[src/rtl/instr_fetch.sv]
// Instruction fetch unit: reads the instruction memory, assembles one- or two-word
// instructions and hands them to the control unit over a valid/ready handshake.
module instr_fetch #(
    parameter logic [15:0] RESET_PC  = 16'd0,
    parameter logic [7:0]  OP_LOADIM = 8'd33,
    parameter logic [7:0]  OP_JUMPZ  = 8'd35,
    parameter logic [7:0]  OP_JUMPNZ = 8'd39,
    parameter logic [7:0]  OP_JUMP   = 8'd40,
    parameter logic [7:0]  OP_ENDOP  = 8'd42
) (
    input  logic        clock,
    input  logic        reset,
    output logic [15:0] mem_addr,
    input  logic [15:0] mem_data,
    output logic        instr_valid,
    input  logic        instr_ready,
    output logic [7:0]  opcode,
    output logic [7:0]  operand,
    output logic        has_operand,
    input  logic        branch_en,
    input  logic [15:0] branch_target,
    output logic [15:0] pc,
    output logic        halted,
    output logic [2:0]  dbg_state
);

    // Handshake: an instruction transfers on a rising edge where instr_valid and
    // instr_ready are both high; while instr_valid is high the instruction fields
    // and pc hold steady, and branch_en/branch_target are sampled only on that edge.

    localparam logic [2:0] S_OP_ADDR  = 3'd0;
    localparam logic [2:0] S_OP_DATA  = 3'd1;
    localparam logic [2:0] S_ARG_ADDR = 3'd2;
    localparam logic [2:0] S_ARG_DATA = 3'd3;
    localparam logic [2:0] S_VALID    = 3'd4;
    localparam logic [2:0] S_HALT     = 3'd5;

    logic [2:0]  state_q, state_d;
    logic [15:0] pc_q, pc_d;
    logic [7:0]  opcode_q, opcode_d;
    logic [7:0]  operand_q, operand_d;
    logic        has_operand_q, has_operand_d;
    logic        instr_valid_q, instr_valid_d;
    logic        halted_q, halted_d;
    logic        is_two_word;

    // Only the low byte of a memory word carries instruction content.
    logic unused_mem_hi;
    assign unused_mem_hi = ^mem_data[15:8];

    assign is_two_word = (mem_data[7:0] == OP_LOADIM) || (mem_data[7:0] == OP_JUMPZ) ||
                         (mem_data[7:0] == OP_JUMPNZ) || (mem_data[7:0] == OP_JUMP);

    always_comb begin
        state_d       = state_q;
        pc_d          = pc_q;
        opcode_d      = opcode_q;
        operand_d     = operand_q;
        has_operand_d = has_operand_q;
        case (state_q)
            S_OP_ADDR: state_d = S_OP_DATA;
            S_OP_DATA: begin
                opcode_d      = mem_data[7:0];
                operand_d     = 8'd0;
                pc_d          = pc_q + 16'd1;
                has_operand_d = is_two_word;
                state_d       = is_two_word ? S_ARG_ADDR : S_VALID;
            end
            S_ARG_ADDR: state_d = S_ARG_DATA;
            S_ARG_DATA: begin
                operand_d = mem_data[7:0];
                pc_d      = pc_q + 16'd1;
                state_d   = S_VALID;
            end
            S_VALID: begin
                if (instr_ready) begin
                    if (opcode_q == OP_ENDOP) begin
                        state_d = S_HALT;
                    end else begin
                        if (branch_en) begin
                            pc_d = branch_target;
                        end
                        state_d = S_OP_ADDR;
                    end
                end
            end
            S_HALT:  state_d = S_HALT;
            default: state_d = S_OP_ADDR;
        endcase
        // Status flags are registered copies of the next state decode.
        instr_valid_d = (state_d == S_VALID);
        halted_d      = (state_d == S_HALT);
    end

    always_ff @(posedge clock or posedge reset) begin
        if (reset) begin
            state_q       <= S_OP_ADDR;
            pc_q          <= RESET_PC;
            opcode_q      <= 8'd0;
            operand_q     <= 8'd0;
            has_operand_q <= 1'b0;
            instr_valid_q <= 1'b0;
            halted_q      <= 1'b0;
        end else begin
            state_q       <= state_d;
            pc_q          <= pc_d;
            opcode_q      <= opcode_d;
            operand_q     <= operand_d;
            has_operand_q <= has_operand_d;
            instr_valid_q <= instr_valid_d;
            halted_q      <= halted_d;
        end
    end

    assign mem_addr    = pc_q;
    assign pc          = pc_q;
    assign opcode      = opcode_q;
    assign operand     = operand_q;
    assign has_operand = has_operand_q;
    assign instr_valid = instr_valid_q;
    assign halted      = halted_q;
    assign dbg_state   = state_q;

endmodule

[config.mk]
export PLATFORM = sky130hd
export DESIGN_NAME = instr_fetch
export DESIGN_NICKNAME = d
export VERILOG_FILES = /design/src/rtl/instr_fetch.sv
export SDC_FILE = /design/constraint.sdc
export NUM_CORES = 1
export LEC_CHECK = 0
export ABC_CLOCK_PERIOD_IN_PS = 2050
export BUFFER_PORTS_ARGS = -buffer_cell sky130_fd_sc_hd__buf_2
export CAP_MARGIN = 20
export CORE_UTILIZATION = 49
export CTS_BUF_LIST = sky130_fd_sc_hd__clkbuf_8
export DETAILED_ROUTE_END_ITERATION = 6
export PLACE_DENSITY = 0.8
export SYNTH_ARGS = -nofsm -noshare
export SYNTH_HDL_FRONTEND = slang
export SYNTH_SLANG_ARGS = --single-unit
[constraint.sdc]
create_clock -name clock -period 2.05 [get_ports clock]
set_input_delay 0.3075 -clock clock [delete_from_list [all_inputs] [get_ports clock]]
set_output_delay 0.3075 -clock clock [all_outputs]
set_load 0.02 [all_outputs]
==> results_dict.tcl <==
set metrics [dict create \
    cts_buffers 5 \
    synth_edf_count 0 \
    drc 0 \
    dpl_worst_slack_ns 0.244 \
    criticalPathCategory "flip-flop to flip-flop" \
    portBuffers 81 \
    place_area_um2 2400 \
    clk_pin_slew_ns 0.08 \
    post_cts_buffers 0 \
    globalRouteOverflowTotal 0 \
    path_max_fanout 19 \
    vias 1784 \
    design_area_um2 2500 \
    status "finished, final reports clean" \
    fin_crit_sh_pct 89.3 \
    worstPathArrival_ns 2.01 \
    hold_viol_final 0 \
    yosysSeqAreaShare_pct 45.5 \
    cts-resized-gates 0 \
    rsz0062_at_grt "false" \
    setup_violations 0 \
    crit_path_end_kind "flip-flop" \
    htreeDepth 2 \
    grt_start_max_net_pins 39 \
    grt_first_pass_wirelength_um 6830 \
    clockBufferDepth 2 \
    vias_per_cell 5.34 \
    dieArea_um2 4530 \
    routedWlPerCell_um 13.3 \
    post-route-min-period_ns 1.83 \
    worstMarginPinSlew_ns 0.678 \
    place_congestion 0.831 \
    power_uw 4160 \
    required_ns 2.23 \
    hp-class "primary input to asynchronous set/reset pin" \
    holdBufCountCts 0 \
    finalMaxSlewViolations 0 \
    nets 320 \
    clock_latency_ns 0.29 \
    antenna_found_initial 0 \
    syn-num-nets 253 \
    routed_wl_um 4460 \
    antenna_left 0 \
    netlist_area_um2 2090 \
    setup_slack_ns 0.220 \
    pin_count 90 \
    peakVddDrop_mv 0.889 \
    cp-start-kind "flip-flop" \
    dr.pass1.iters 4 \
    maxCapViolations 0 \
    total_leakage_power_uw 0.00122 \
    hpwlAfterDp_um 3210 \
    grtUsageTotal_pct 20.6 \
    slew-limit-headroom_pct 54.8 \
    cts_sinks 38 \
    start_util_pct 51.5 \
    async_reset_ff_share_pct 100 \
    fmax_ghz 0.546 \
    final_common_cell "buf_2" \
    netlist_instances 216 \
    power_density_nw_per_um2 1670 \
    mostFrequentLayoutCells "buf_2 (81), dfrtp_1 (38), nand2_1 (30), a21oi_1 (19), o21ai_0 (14)" \
    syn_avg_cell_area_um2 9.67 \
    finClkSkew_ns 0.00539 \
    tns_ns 0 \
    die_x_um 67.3 \
    grt_pass1_vias 1469 \
    drive_above_1_share_pct 40.5 \
    yosysWarnings 0 \
    diodes 0 \
    ys_seq_elements 38 \
    synthFlopType "dfrtp_1" \
    std_cell_rows 23 \
    clockRootBuffer "clkbuf_8" \
    die_h_um 67.3 \
    cts_tree "yes" \
    syn_to_final_growth_pct 19.7 \
    yosysUniqueCellTypes 45 \
    drtIter0Drc 106 \
    core-area_um2 4060 \
]
## cell usage after synthesis, drive strengths merged (2+ instances only)
cell | count | area [um2]
inv | 4 | 15.0
nor3 | 3 | 30.0
nand3 | 13 | 70.1
nor2 | 10 | 40.0
nor3b | 2 | 15.0
a2bb2oi | 5 | 50.0
dfrtp | 38 | 951
a31oi | 3 | 18.8
nor4b | 3 | 41.3
a21o | 2 | 15.0
nand2 | 31 | 119
and3 | 2 | 12.5
nor2b | 2 | 12.5
nand4 | 2 | 12.5
o22ai | 6 | 37.5
nand2b | 5 | 31.3
buf | 27 | 201
mux2 | 8 | 90.1
o21ai | 14 | 70.1
a21oi | 19 | 95.1
## worst max-delay path, stage by stage, from the launching register on
cell	delay, ns
dfrtp_1	0.47
nand2b_1	0.13
nor2_2	0.13
a41o_1	0.64
o21ai_0	0.19
o2bb2ai_1	0.16
## power breakdown
group,internal [uW],switching (uW),leakage (uW),total [uW]
Sequential,1030,323,0.000464,1360
Clock,270,273,0.0000472,544
Combinational,859,1400,0.000712,2260
Total,2160,2000,0.00122,4160
## final cells by class
cell class | instances | area, um2
fill | 364 | 1560
sequential | 38 | 951
multi-input combinational | 146 | 917
timing repair buffer | 88 | 458
clock buffer | 6 | 82.6
tap | 50 | 62.6
inverter | 4 | 15.0
clock inverter | 2 | 12.5
## kinds of logic after synthesis
logic type / share of synthesized area, %
muxes: 4.79
adders and majority gates: 0.599
DFF: 45.5
buffers and inverters: 10.5
AOI/OAI and AO/OA: 18.5
and+or+nand+nor: 20.1
## metrics by stage
| step | hold WS [ns] | instances | util (%) |
|---|---|---|---|
| 6_report | 0.125 | 334 | 61.6 |
| 5_1_grt | 0.167 | 334 | 61.6 |
| 4_1_cts | 0.142 | 334 | 61.6 |
| 3_5_place_dp | 0.452 | 326 | 59.2 |
| 3_3_place_gp | 0.445 | 326 | 59.2 |
| 2_1_floorplan | 0.418 | 216 | - |
## worst paths after layout
check	from	end	slack [ns]	cells past startpoint
worst max register to register	dbg_state[2]	mem_addr[15]	0.22	5
max in group asynchronous	reset	mem_addr[9]	1.59	3
min in group clock	mem_data[4]	operand[4]	0.27	3
worst max-delay path	dbg_state[2]	mem_addr[15]	0.22	5
worst min register to register	operand[4]	operand[4]	0.47	2
worst min-delay path	reset	operand[3]	0.12	3
## flip-flops by register name, indices dropped and copies added (netlist names)
| name | flops |
|---|---|
| instr_valid | 1 |
| halted | 1 |
| opcode | 8 |
| dbg_state | 3 |
| operand | 8 |
| has_operand | 1 |
| mem_addr | 16 |
## metal layers
| metal | up-vias | GRT usage (%) | wire length [um] |
|---|---|---|---|
| met5 | - | 0 | 0 |
| met4 | 0 | 8.24 | 64 |
| met3 | 8 | 4.90 | 215 |
| met2 | 41 | 31.4 | 2040 |
| met1 | 850 | 28.3 | 2130 |
| li1 | 885 | - | - |
Power figures use the tool's default switching activity.
